File: src/rtl/alu_mul_seq.sv
// alu_mul_seq: sequential 16x16 shift-and-add multiplier (low 16 bits kept)
// that borrows a shared ALU for every add and shift step.
//
// Ports:
//   clk, rst_n            clock, asynchronous active-low reset
//   start, op_a, op_b     request and operands, sampled only in IDLE
//   busy, done, product   status, one-cycle completion pulse, held result
//   alu_req, alu_grant    shared-ALU handshake
//   alu_operand_A/B       ALU operands
//   alu_control           ALU opcode (0 = ADD, 5 = SHIFTLEFT)
//   alu_result            combinational ALU result
//
// Configuration:
//   ALU_MUL_EARLY_EXIT_EN  when defined, finish as soon as the remaining
//                          multiplier bits are all zero (data-dependent
//                          latency); otherwise always run 16 iterations.
//
// All outputs are registered from the next-state values, so each output
// reflects the state the block is in during that cycle.
module alu_mul_seq (
  input  logic        clk,
  input  logic        rst_n,
  input  logic        start,
  input  logic [15:0] op_a,
  input  logic [15:0] op_b,
  output logic        busy,
  output logic        done,
  output logic [15:0] product,
  output logic        alu_req,
  input  logic        alu_grant,
  output logic [15:0] alu_operand_A,
  output logic [15:0] alu_operand_B,
  output logic [3:0]  alu_control,
  input  logic [15:0] alu_result
);

  localparam int unsigned DW    = 16;
  localparam int unsigned CW    = 5;
  localparam int unsigned OPW   = 4;
  localparam logic [CW-1:0]  ITERS   = CW'(DW);
  localparam logic [OPW-1:0] OP_ADD  = OPW'(0);
  localparam logic [OPW-1:0] OP_SHL  = OPW'(5);

  typedef enum logic [2:0] {
    S_IDLE  = 3'd0,
    S_CHECK = 3'd1,
    S_ADD   = 3'd2,
    S_SHIFT = 3'd3,
    S_DONE  = 3'd4
  } state_t;

  state_t         state_q, state_d;
  logic [DW-1:0]  m_q, m_d;
  logic [DW-1:0]  q_q, q_d;
  logic [DW-1:0]  p_q, p_d;
  logic [CW-1:0]  cnt_q, cnt_d;
  logic [DW-1:0]  product_q, product_d;
  logic           busy_q, busy_d;
  logic           done_q, done_d;
  logic           req_q, req_d;
  logic [DW-1:0]  opa_q, opa_d;
  logic [DW-1:0]  opb_q, opb_d;
  logic [OPW-1:0] ctl_q, ctl_d;
  logic           finish_c;

  // Iteration exit condition evaluated in CHECK
  always_comb begin
`ifdef ALU_MUL_EARLY_EXIT_EN
    finish_c = (cnt_q == ITERS) || (q_q == '0);
`else
    finish_c = (cnt_q == ITERS);
`endif
  end

  // Next-state, datapath and next-output logic
  always_comb begin
    state_d   = state_q;
    m_d       = m_q;
    q_d       = q_q;
    p_d       = p_q;
    cnt_d     = cnt_q;
    product_d = product_q;

    case (state_q)
      S_IDLE: begin
        if (start) begin
          m_d     = op_a;
          q_d     = op_b;
          p_d     = '0;
          cnt_d   = '0;
          state_d = S_CHECK;
        end
      end
      S_CHECK: begin
        if (finish_c) begin
          // Result is published together with the done pulse
          product_d = p_q;
          state_d   = S_DONE;
        end else if (q_q[0]) begin
          state_d = S_ADD;
        end else begin
          state_d = S_SHIFT;
        end
      end
      S_ADD: begin
        if (alu_grant) begin
          p_d     = alu_result;
          state_d = S_SHIFT;
        end
      end
      S_SHIFT: begin
        if (alu_grant) begin
          m_d     = alu_result;
          q_d     = q_q >> 1;
          cnt_d   = CW'(cnt_q + CW'(1));
          state_d = S_CHECK;
        end
      end
      S_DONE: begin
        state_d = S_IDLE;
      end
      default: begin
        state_d = S_IDLE;
      end
    endcase

    busy_d = (state_d != S_IDLE);
    done_d = (state_d == S_DONE);
    req_d  = 1'b0;
    opa_d  = '0;
    opb_d  = '0;
    ctl_d  = '0;
    // ALU drive derives from the next register values, so it stays
    // constant across stalled cycles
    if (state_d == S_ADD) begin
      req_d = 1'b1;
      opa_d = p_d;
      opb_d = m_d;
      ctl_d = OP_ADD;
    end else if (state_d == S_SHIFT) begin
      req_d = 1'b1;
      opa_d = m_d;
      opb_d = DW'(1);
      ctl_d = OP_SHL;
    end
  end

  // State and output registers
  always_ff @(posedge clk or negedge rst_n) begin
    if (!rst_n) begin
      state_q   <= S_IDLE;
      m_q       <= '0;
      q_q       <= '0;
      p_q       <= '0;
      cnt_q     <= '0;
      product_q <= '0;
      busy_q    <= 1'b0;
      done_q    <= 1'b0;
      req_q     <= 1'b0;
      opa_q     <= '0;
      opb_q     <= '0;
      ctl_q     <= '0;
    end else begin
      state_q   <= state_d;
      m_q       <= m_d;
      q_q       <= q_d;
      p_q       <= p_d;
      cnt_q     <= cnt_d;
      product_q <= product_d;
      busy_q    <= busy_d;
      done_q    <= done_d;
      req_q     <= req_d;
      opa_q     <= opa_d;
      opb_q     <= opb_d;
      ctl_q     <= ctl_d;
    end
  end

  assign busy          = busy_q;
  assign done          = done_q;
  assign product       = product_q;
  assign alu_req       = req_q;
  assign alu_operand_A = opa_q;
  assign alu_operand_B = opb_q;
  assign alu_control   = ctl_q;

endmodule
File: config.mk
export PLATFORM = sky130hd
export DESIGN_NAME = alu_mul_seq
export DESIGN_NICKNAME = d
export VERILOG_FILES = /design/src/rtl/alu_mul_seq.sv
export SDC_FILE = /design/constraint.sdc
export NUM_CORES = 1
export LEC_CHECK = 0
export ABC_AREA = 1
export BUFFER_PORTS_ARGS = -buffer_cell sky130_fd_sc_hd__buf_2
export CORE_ASPECT_RATIO = 1.1
export CORE_MARGIN = 4
export CORE_UTILIZATION = 55
export CTS_CLUSTER_DIAMETER = 50
export DETAILED_ROUTE_END_ITERATION = 7
export PLACE_DENSITY = 0.8
export SLEW_MARGIN = 10
export SYNTH_ARGS = -nofsm -noshare
export SYNTH_HDL_FRONTEND = slang
export SYNTH_SLANG_ARGS = --single-unit
File: constraint.sdc
create_clock -name clk -period 2.3 [get_ports clk]
set_input_delay 0.46 -clock clk [delete_from_list [all_inputs] [get_ports clk]]
set_output_delay 0.46 -clock clk [all_outputs]
set_load 0.02 [all_outputs]
Word-level counts from Yosys, hierarchy flattened
Cells that the tools add are included.
{"block": "word_totals", "regBits": 111, "out_inout_bits": 55, "elab_cells": 53, "input_bits": 52}
{"block": "op_classes", "n_addsub": 1, "reduce_logical": 5, "n_mux": 26, "n_eq_ne": 9}
{"op": "$mux 16", "n": 9}
{"op": "$pmux 16 s2", "n": 3}
{"op": "$mux 3", "n": 6}
{"op": "$eq 3x2->1 const B", "n": 4}
{"op": "$pmux 3 s4", "n": 1}
{"op": "$mux 5", "n": 2}
{"op": "$pmux 5 s2", "n": 1}
{"op": "$add 5x1->5 const B", "n": 1}
{"op": "$eq 5x5->1 const B", "n": 1}
{"op": "$mux 1", "n": 4}
{"op": "$ne 2x2->1 const B", "n": 2}
{"op": "$eq 3x1->1 const B", "n": 1}
{"op": "$eq 3x3->1 const B", "n": 1}
{"op": "$logic_not 3->1", "n": 1}
{"op": "$reduce_and 3->1", "n": 1}
{"op": "$reduce_bool 3->1", "n": 1}
{"op": "$reduce_and 2->1", "n": 1}
{"op": "$reduce_bool 2->1", "n": 1}

Depth between registers and ports, before layout
Gate-level depths: netlist of run 1.
{"block": "logic_depth", "word_depth": 6, "mapped_depth": 11, "ltp_nobuf": 10}

Worst setup path before layout of run 1
Ideal clock, no wire load.
{"block": "synth_timing", "kind": "register to register", "start": "register cnt_q[0]", "end": "register opb_q[10], in the netlist alu_operand_B[10]", "path_buffers": 1, "period_less_slack_ps": 1585, "t_arrival_ps": 1469, "required_time_ps": 2184, "setup_slack_ps": 715, "stages_incl_launch_ff": 12, "setup_ps": 116, "cell_sequence": "dfrtp_1 inv_1 ha_1 nand2_1 clkinv_1 nand2_1 nand2_1 nor2_4 nor2_8 nand2_4 buf_12 nor2_4"}
{"block": "synth_via", "elab_chain_cells": 5}
{"item": "from (decl)", "line_no": "56", "source": "logic [CW-1:0] cnt_q, cnt_d;"}
{"item": "from (signal assigned)", "line_no": "168", "source": "cnt_q <= cnt_d;"}
{"item": "$eq 5x5->1", "line_no": "71", "source": "finish_c = (cnt_q == ITERS);"}
{"item": "$mux 3", "line_no": "95", "source": "if (finish_c) begin"}
{"item": "$pmux 3 s4", "line_no": "84", "source": "case (state_q)"}
{"item": "$eq 3x2->1", "line_no": "135", "source": "if (state_d == S_ADD) begin"}
{"item": "$mux 16", "line_no": "135"}
{"item": "via opb_d[10]", "line_no": "62", "source": "logic [DW-1:0] opb_q, opb_d;"}
{"item": "to (signal assigned)", "line_no": "174", "source": "opb_q <= opb_d;"}
{"item": "to (decl)", "line_no": "62"}
The timed path passes the listed nets, and every way through them passes these cells.
A chain may end at the register's enable or synchronous reset.

Worst setup path after layout of run 1
{"block": "layout_timing", "start": "register cnt_q[1]", "end": "register opb_q[15], in the netlist alu_operand_B[15]"}
The elaborated chain is that of the path after synthesis.

==> results.md, run 1 <==
* Met1 Routed Length at 5.459 mm
* Initial drt markers at between 300 and 400
* Count of input and output buffers at roughly 100
* Average via count per standard cell at 5.368
* Final setup fails at 0
* Wire length of the first global-routing pass at 20.51 mm
* Clock transition at the registers of the reported paths at 100 ps
* Core box area at 8964 um^2
* DR vias at 4294
* Deepest clock path buffer count at 2
* Syn Std Cell Area at 5119 um^2
* Family of cells with the greatest summed delay on the critical path: simple AND/OR/NAND/NOR gates
* Worst R2R Setup Slack at 180 ps
* Number of buffer and inverter instances along the worst setup path at 2
* Routed WL per cell at approximately 16 um
* Setup repair after global routing missed its margin: no
* Detailed-router iteration count before antenna repair at 5
* Actual transition at the worst max-transition pin at roughly 580 ps
* Fraction of final layout cells with drive strength greater than 1 at 0.2259
* Clock tree from TritonCTS: done
* Via count of the first global-routing pass at 4186
* Sequential fraction of the synthesis area at 0.5280
* Detailed-placement wirelength estimate at 8.933 mm
* Number of nets in the finished design at 736
* WHS Path Cells at 3
* Maximum clock rate at 472.7 MHz
* Number of distinct library cell variants in the gate-level netlist after synthesis at 28
* Yosys synthesis warning count at 0
* Power density of the placed cells at 1335 nW/um^2
* Clock period minus final worst setup slack at roughly 2100 ps
* Largest vdd supply drop at 0.8098 mV
* Top-level port count at 107
* Library cell contributing the largest single delay on the critical path: nand2_4
* Result of the run: finished clean
* Multiplexer share of the synthesized area at 0
* Global-route total usage across every layer at 0.2385
* Final weighted congestion of routability-driven global placement at around 0.79
* Wire length on met3 at 784 um
* Delay of the slowest cell on the worst path at 460 ps
* Type of element capturing the critical path: flop
* Origin of the critical flop-to-flop path: cnt_q[1]
* Crit-path cells: inv_1, ha_1, nand2_1, clkinv_1, nand2_1, nand2_1, nand3_4, nand2_4, nor2_1
* Max Clock Skew at 11.60 ps
* Kind of path behind the tightest hold check: in -> reg
* Max-slew violations at 0
* Antenna diodes at 0
* Starting utilization of the core area at 0.5710
* Hold wc startpoint: op_b[5]
* Max capacitance violation total at 0
* Area share of xor/xnor cells in the synthesized design at 0.001711
* Crit path launch type: flop
* Critical R2R Capture: alu_operand_B[15]
* Fill cells at 732
* Worst min-delay path endpoint: q_q[5]
* Placed instance count at about 780
* Peak fanout along the critical path at 36
* Most frequent cells in the layout: 170 x nand2_1, 108 x dfrtp_1, 103 x buf_2
* Final worst-path cycle share at 0.9197
* Final instance count without filler cells at 800
* Clock latency reported for the late side of the worst-skew pair at 380 ps
* Post-synthesis share of cell area spent on and, or, nand and nor gates at 0.2879
* Met2 Routed Length at 6.034 mm
* Headroom to the max-slew limit at 0.6116
* Data arrival time of the critical path at 2370 ps
* Cell leakage power at 3.147 nW
* Syn Inst Count at 595
* Remaining number of nets flagged by the antenna check after routing at 0
* Uppermost routed layer: met5
* Total count of hold-check failures in the final report at 0
* Compound-cell area share of the yosys netlist at 0.08115
* # resized after CTS at 0
* Count of cells along the worst register-to-register path at 9
* Remaining Overflow, GRT at 0
* Number of core rows at 36
* Post-layout power at just under 0.008 W
* TritonCTS sink count at ~110
* Most frequent standard cell in the layout excluding fill and tap cells: nand2_1
* Share of synthesized cell area in full adder, half adder and majority cells at 0.004889
* # DRC at 0
* Post-Route Hold Slack at ~340 ps
* Combinational family with the most area after synthesis: simple AND/OR/NAND/NOR gates
* Most repeated library cell on the critical path: nand2_1
* Maximum number of pins on one net before global-route repair at 57
* Area of the die at 10920 um^2
* Seq cells post-synth at 108
* H-tree level count at 3
* Pre-CTS setup slack at 279.3 ps
* Number of clock buffers inserted by TritonCTS at 9
* Synthesized area per cell at roughly 8.6 um^2
* Initial antenna violation count at 1
* WL final at 12.53 mm
* WS Path Type: reg -> reg
* Chip height at 109.2 um
* Post-route worst setup slack at 184.7 ps
* Total negative slack at 0 ps
* Chip Width at 99.98 um
* CP Data Required Time at 2550 ps
* CTS Root Buffer Type: clkbuf_8
* Area grow syn2layout at 13.66%
==> flip-flops by register name, summed over array words and instances, names as in the netlist, 3 cells and up <==
name,flops
product,16
m_q,16
p_q,16
state_q,3
q_q,16
alu_operand_B,16
alu_operand_A,16
cnt_q,5
==> through the flow <==
stage	cell area, um^2	utilization
floorplan	5122	-
global placement	5618	0.6267
detailed placement	5618	0.6267
CTS	5818	0.6491
global route	5818	0.6491
finish	5818	0.6491
==> power breakdown <==
group | leakage, nW | switching, W | internal (W)
Sequential | 1.41 | 0.000306 | 0.00260
Clock | 0.0979 | 0.000624 | 0.000522
Combinational | 1.64 | 0.00268 | 0.00103
==> per-layer routing <==
layer	up-vias	track usage
met2	167	0.3780
li1	2074	-
met5	-	0
met3	23	0.04159
met4	2	0.08951
met1	2028	0.3308
==> Yosys cell counts (all sizes together) <==
| cell | n | area (um^2) |
|---|---|---|
| nand3 | 102 | 563.0 |
| o21ai | 58 | 290.3 |
| dfrtp | 108 | 2703 |
| a21oi | 1 | 5.000 |
| clkinv | 1 | 3.750 |
| clkbuf | 3 | 11.26 |
| nor2 | 30 | 236.5 |
| o211ai | 16 | 120.1 |
| xor2 | 1 | 8.760 |
| buf | 33 | 234.0 |
| nand4 | 1 | 6.260 |
| nand2 | 174 | 668.1 |
| ha | 2 | 25.02 |
| conb | 1 | 3.750 |
| inv | 64 | 240.2 |
==> logic make-up (layout without fill, tap and decap cells) <==
kind of cell             count (synthesis)  count (layout)
adder cells (fa/ha/maj)                  2               2
buffers and inverters                  101             191
flip-flops                             108             108
XOR/XNOR                                 1               1
AO/OA/AOI/OAI                           75              75
other                                    1               2
AND/OR/NAND/NOR                        307             307
==> how the worst max path moves through the flow <==
stage / startpoint / endpoint / slack [ps] / depth (start not counted)
after global routing: cnt_q[1] / alu_operand_B[3] / 50 / 9
after floorplan: cnt_q[0] / alu_operand_B[10] / 710 / 11
final: cnt_q[1] / alu_operand_B[15] / 180 / 9
after CTS: cnt_q[1] / alu_operand_B[15] / 210 / 9
after detailed placement: cnt_q[0] / alu_operand_B[15] / 280 / 9
after global placement: cnt_q[0] / alu_operand_B[4] / 340 / 9
==> tightest hold or removal path, stage by stage <==
cell      delay (ps)
buf_2             80
o211ai_1          80
o21ai_0           70
==> what timing repair did <==
action                                 4_1_cts  5_1_grt
endpoints found under the hold margin       20        0
buffers inserted                             0        0
hold buffers                                 1        0
==> layout make-up <==
| cell class | count | area (um^2) | share of cell area |
|---|---|---|---|
| Sequential cell | 108 | 2703 | 0.4645 |
| Clock buffer | 10 | 137.6 | 0.02366 |
| Timing Repair Buffer | 111 | 603.1 | 0.1037 |
| Inverter | 65 | 244.0 | 0.04194 |
| Multi-Input combinational cell | 387 | 1936 | 0.3327 |
| Clock inverter | 5 | 52.55 | 0.009032 |
| Tap cell | 114 | 142.6 | 0.02452 |
Note: power is estimated with default switching activity, not from simulation.
==> inputs of run 2 (changes only) <==
RECOVER_POWER = 50   (was default)
==> results.md, run 2 (synthesis results as in run 1) <==
* Total count of hold-check failures in the final report at 0
* Clock latency reported for the late side of the worst-skew pair at roughly 380 ps
* DR vias at 4304
* Total area of multi-input combinational cells at between 1500 and 2000 um^2
* Headroom to the max-slew limit at 0.4975
* Post-Route Hold Slack at 337.6 ps
* Clock tree from TritonCTS: done
* Fill cells at ~750
* Count of cells along the worst register-to-register path at 9
* Remaining number of nets flagged by the antenna check after routing at 0
* Average via count per standard cell at 5.380
* Largest vdd supply drop at 0.7904 mV
* Detailed-placement wirelength estimate at a little under 9 mm
* Via count of the first global-routing pass at 4186
* Final setup fails at 0
* Placed instance count at roughly 800
* Buffer count from post-CTS setup fixing at 0
* Number of core rows at 36
* Fraction of final layout cells with drive strength greater than 1 at 0.1910
* # DRC at 0
* Final weighted congestion of routability-driven global placement at 0.7936
* Worst R2R Setup Slack at 190 ps
* Chip height at 109.2 um
* Crit-path cells: inv_1, ha_1, nand2_1, clkinv_1, nand2_1, nand2_1, nand3_4, nand2_4, nor2_1
* Crit path launch type: flop
* TritonCTS sink count at about 110
* Remaining Overflow, GRT at 0
* Number of clock buffers inserted by TritonCTS at 9
* Area grow syn2layout at 12.78%
* Hold wc startpoint: op_b[5]
* Type of element capturing the critical path: flop
* Area of the die at 10920 um^2
* Initial drt markers at 384
* Data arrival time of the critical path at 2370 ps
* Starting utilization of the core area at 0.5710
* Sequential cell area at 2703 um^2
* Maximum number of pins on one net before global-route repair at 57
* H-tree level count at 3
* Global-route total usage across every layer at 0.2385
* Wire length of the first global-routing pass at 20.51 mm
* Routed WL per cell at 15.62 um
* Clock transition at the registers of the reported paths at approximately 100 ps
* Origin of the critical flop-to-flop path: cnt_q[1]
* Antenna diodes at 0
* Chip Width at 99.98 um
* Number of nets in the finished design at 736
* Max capacitance violation total at 0
* WL final at ~12 mm
* Worst min-delay path endpoint: q_q[5]
* WHS Path Cells at 3
* Kind of path behind the tightest hold check: in -> reg
* Detailed-router iteration count before antenna repair at 5
* Power density of the placed cells at 1338 nW/um^2
* Total negative slack at 0 ps
* Deepest clock path buffer count at 2
* Maximum clock rate at ~470 MHz
* Cell leakage power at between 3 and 4 nW
* Delay of the slowest cell on the worst path at ~460 ps
* Clock period minus final worst setup slack at 2113 ps
* Most repeated library cell on the critical path: nand2_1
* Result of the run: finished clean
* Library cell contributing the largest single delay on the critical path: nand2_4
* Critical R2R Capture: alu_operand_B[15]
* Most frequent cells in the layout: 170 x nand2_1, 108 x dfrtp_1, 96 x nand3_1
* CP Data Required Time at 2560 ps
* Top-level port count at around 110
* Final instance count without filler cells at 800
* WS Path Type: reg -> reg
* Actual transition at the worst max-transition pin at 753.7 ps
* Max Clock Skew at 10.53 ps
* CTS Root Buffer Type: clkbuf_8
* Peak fanout along the critical path at 36
* Initial antenna violation count at 1
* Most frequent standard cell in the layout excluding fill and tap cells: nand2_1
* Setup repair after global routing missed its margin: no
* Max-slew violations at 0
* Final worst-path cycle share at 0.9186
* Core box area at 8964 um^2
* Count of input and output buffers at roughly 100
[run 2: cell types whose count changed in the layout (fill, tap and decap cells not counted), sizes merged]
cell	previous run	this run
buf	110	84
clkbuf	10	36
[run 2: worst max-delay path by stage]
stage / slack (ps) / end / cells past startpoint / startpoint
finish: 190 / alu_operand_B[15] / 9 / cnt_q[1]
global route: 50 / alu_operand_B[3] / 9 / cnt_q[1]
CTS: 210 / alu_operand_B[15] / 9 / cnt_q[1]
detailed placement: 280 / alu_operand_B[15] / 9 / cnt_q[0]
global placement: 340 / alu_operand_B[4] / 9 / cnt_q[0]
floorplan: 710 / alu_operand_B[10] / 11 / cnt_q[0]
[run 2: stage by stage]
stage               worst slack [ps]  power (W)  cell area (um^2)  utilization
finish                         187.2   0.007727              5773       0.6441
detailed placement             279.3   0.006629              5618       0.6267
floorplan                      714.8   0.005853              5122            -
CTS                            211.8   0.007777              5818       0.6491
global placement               343.5   0.006482              5618       0.6267
global route                   45.73   0.008305              5773       0.6441
[run 2: layer usage]
layer  global-route usage  wire, um
met5                    0        13
met4              0.08951       259
met3              0.04159       804
met2               0.3780      6046
met1               0.3308      5374
[run 2: worst max-delay path: cells and delay by family (launching register included)]
family / cells / cell delay, ps
buffers and inverters: 2 / 150
adders and majority gates: 1 / 140
DFF: 1 / 410
and+or+nand+nor: 6 / 1290
[run 2: repair_timing]
item / 4_1_cts / 5_1_grt
resized for setup: 0 / 0
hold endpoints to repair: 20 / 0
hold buffers: 1 / 0
[run 2: final cells by class]
type	count	area share
clock buffers	10	0.02384
repair buffers	111	0.09666
well taps	114	0.02471
flip-flops and latches	108	0.4681
clock inverters	5	0.009103
inverters	65	0.04226
multi-input cells	387	0.3353
[run 2: power breakdown]
| part | total [W] | internal, W | switching [W] |
|---|---|---|---|
| clock network | 0.00115 | 0.000522 | 0.000628 |
| registers | 0.00291 | 0.00260 | 0.000313 |
| logic | 0.00366 | 0.000987 | 0.00268 |
| total | 0.00773 | 0.00411 | 0.00362 |
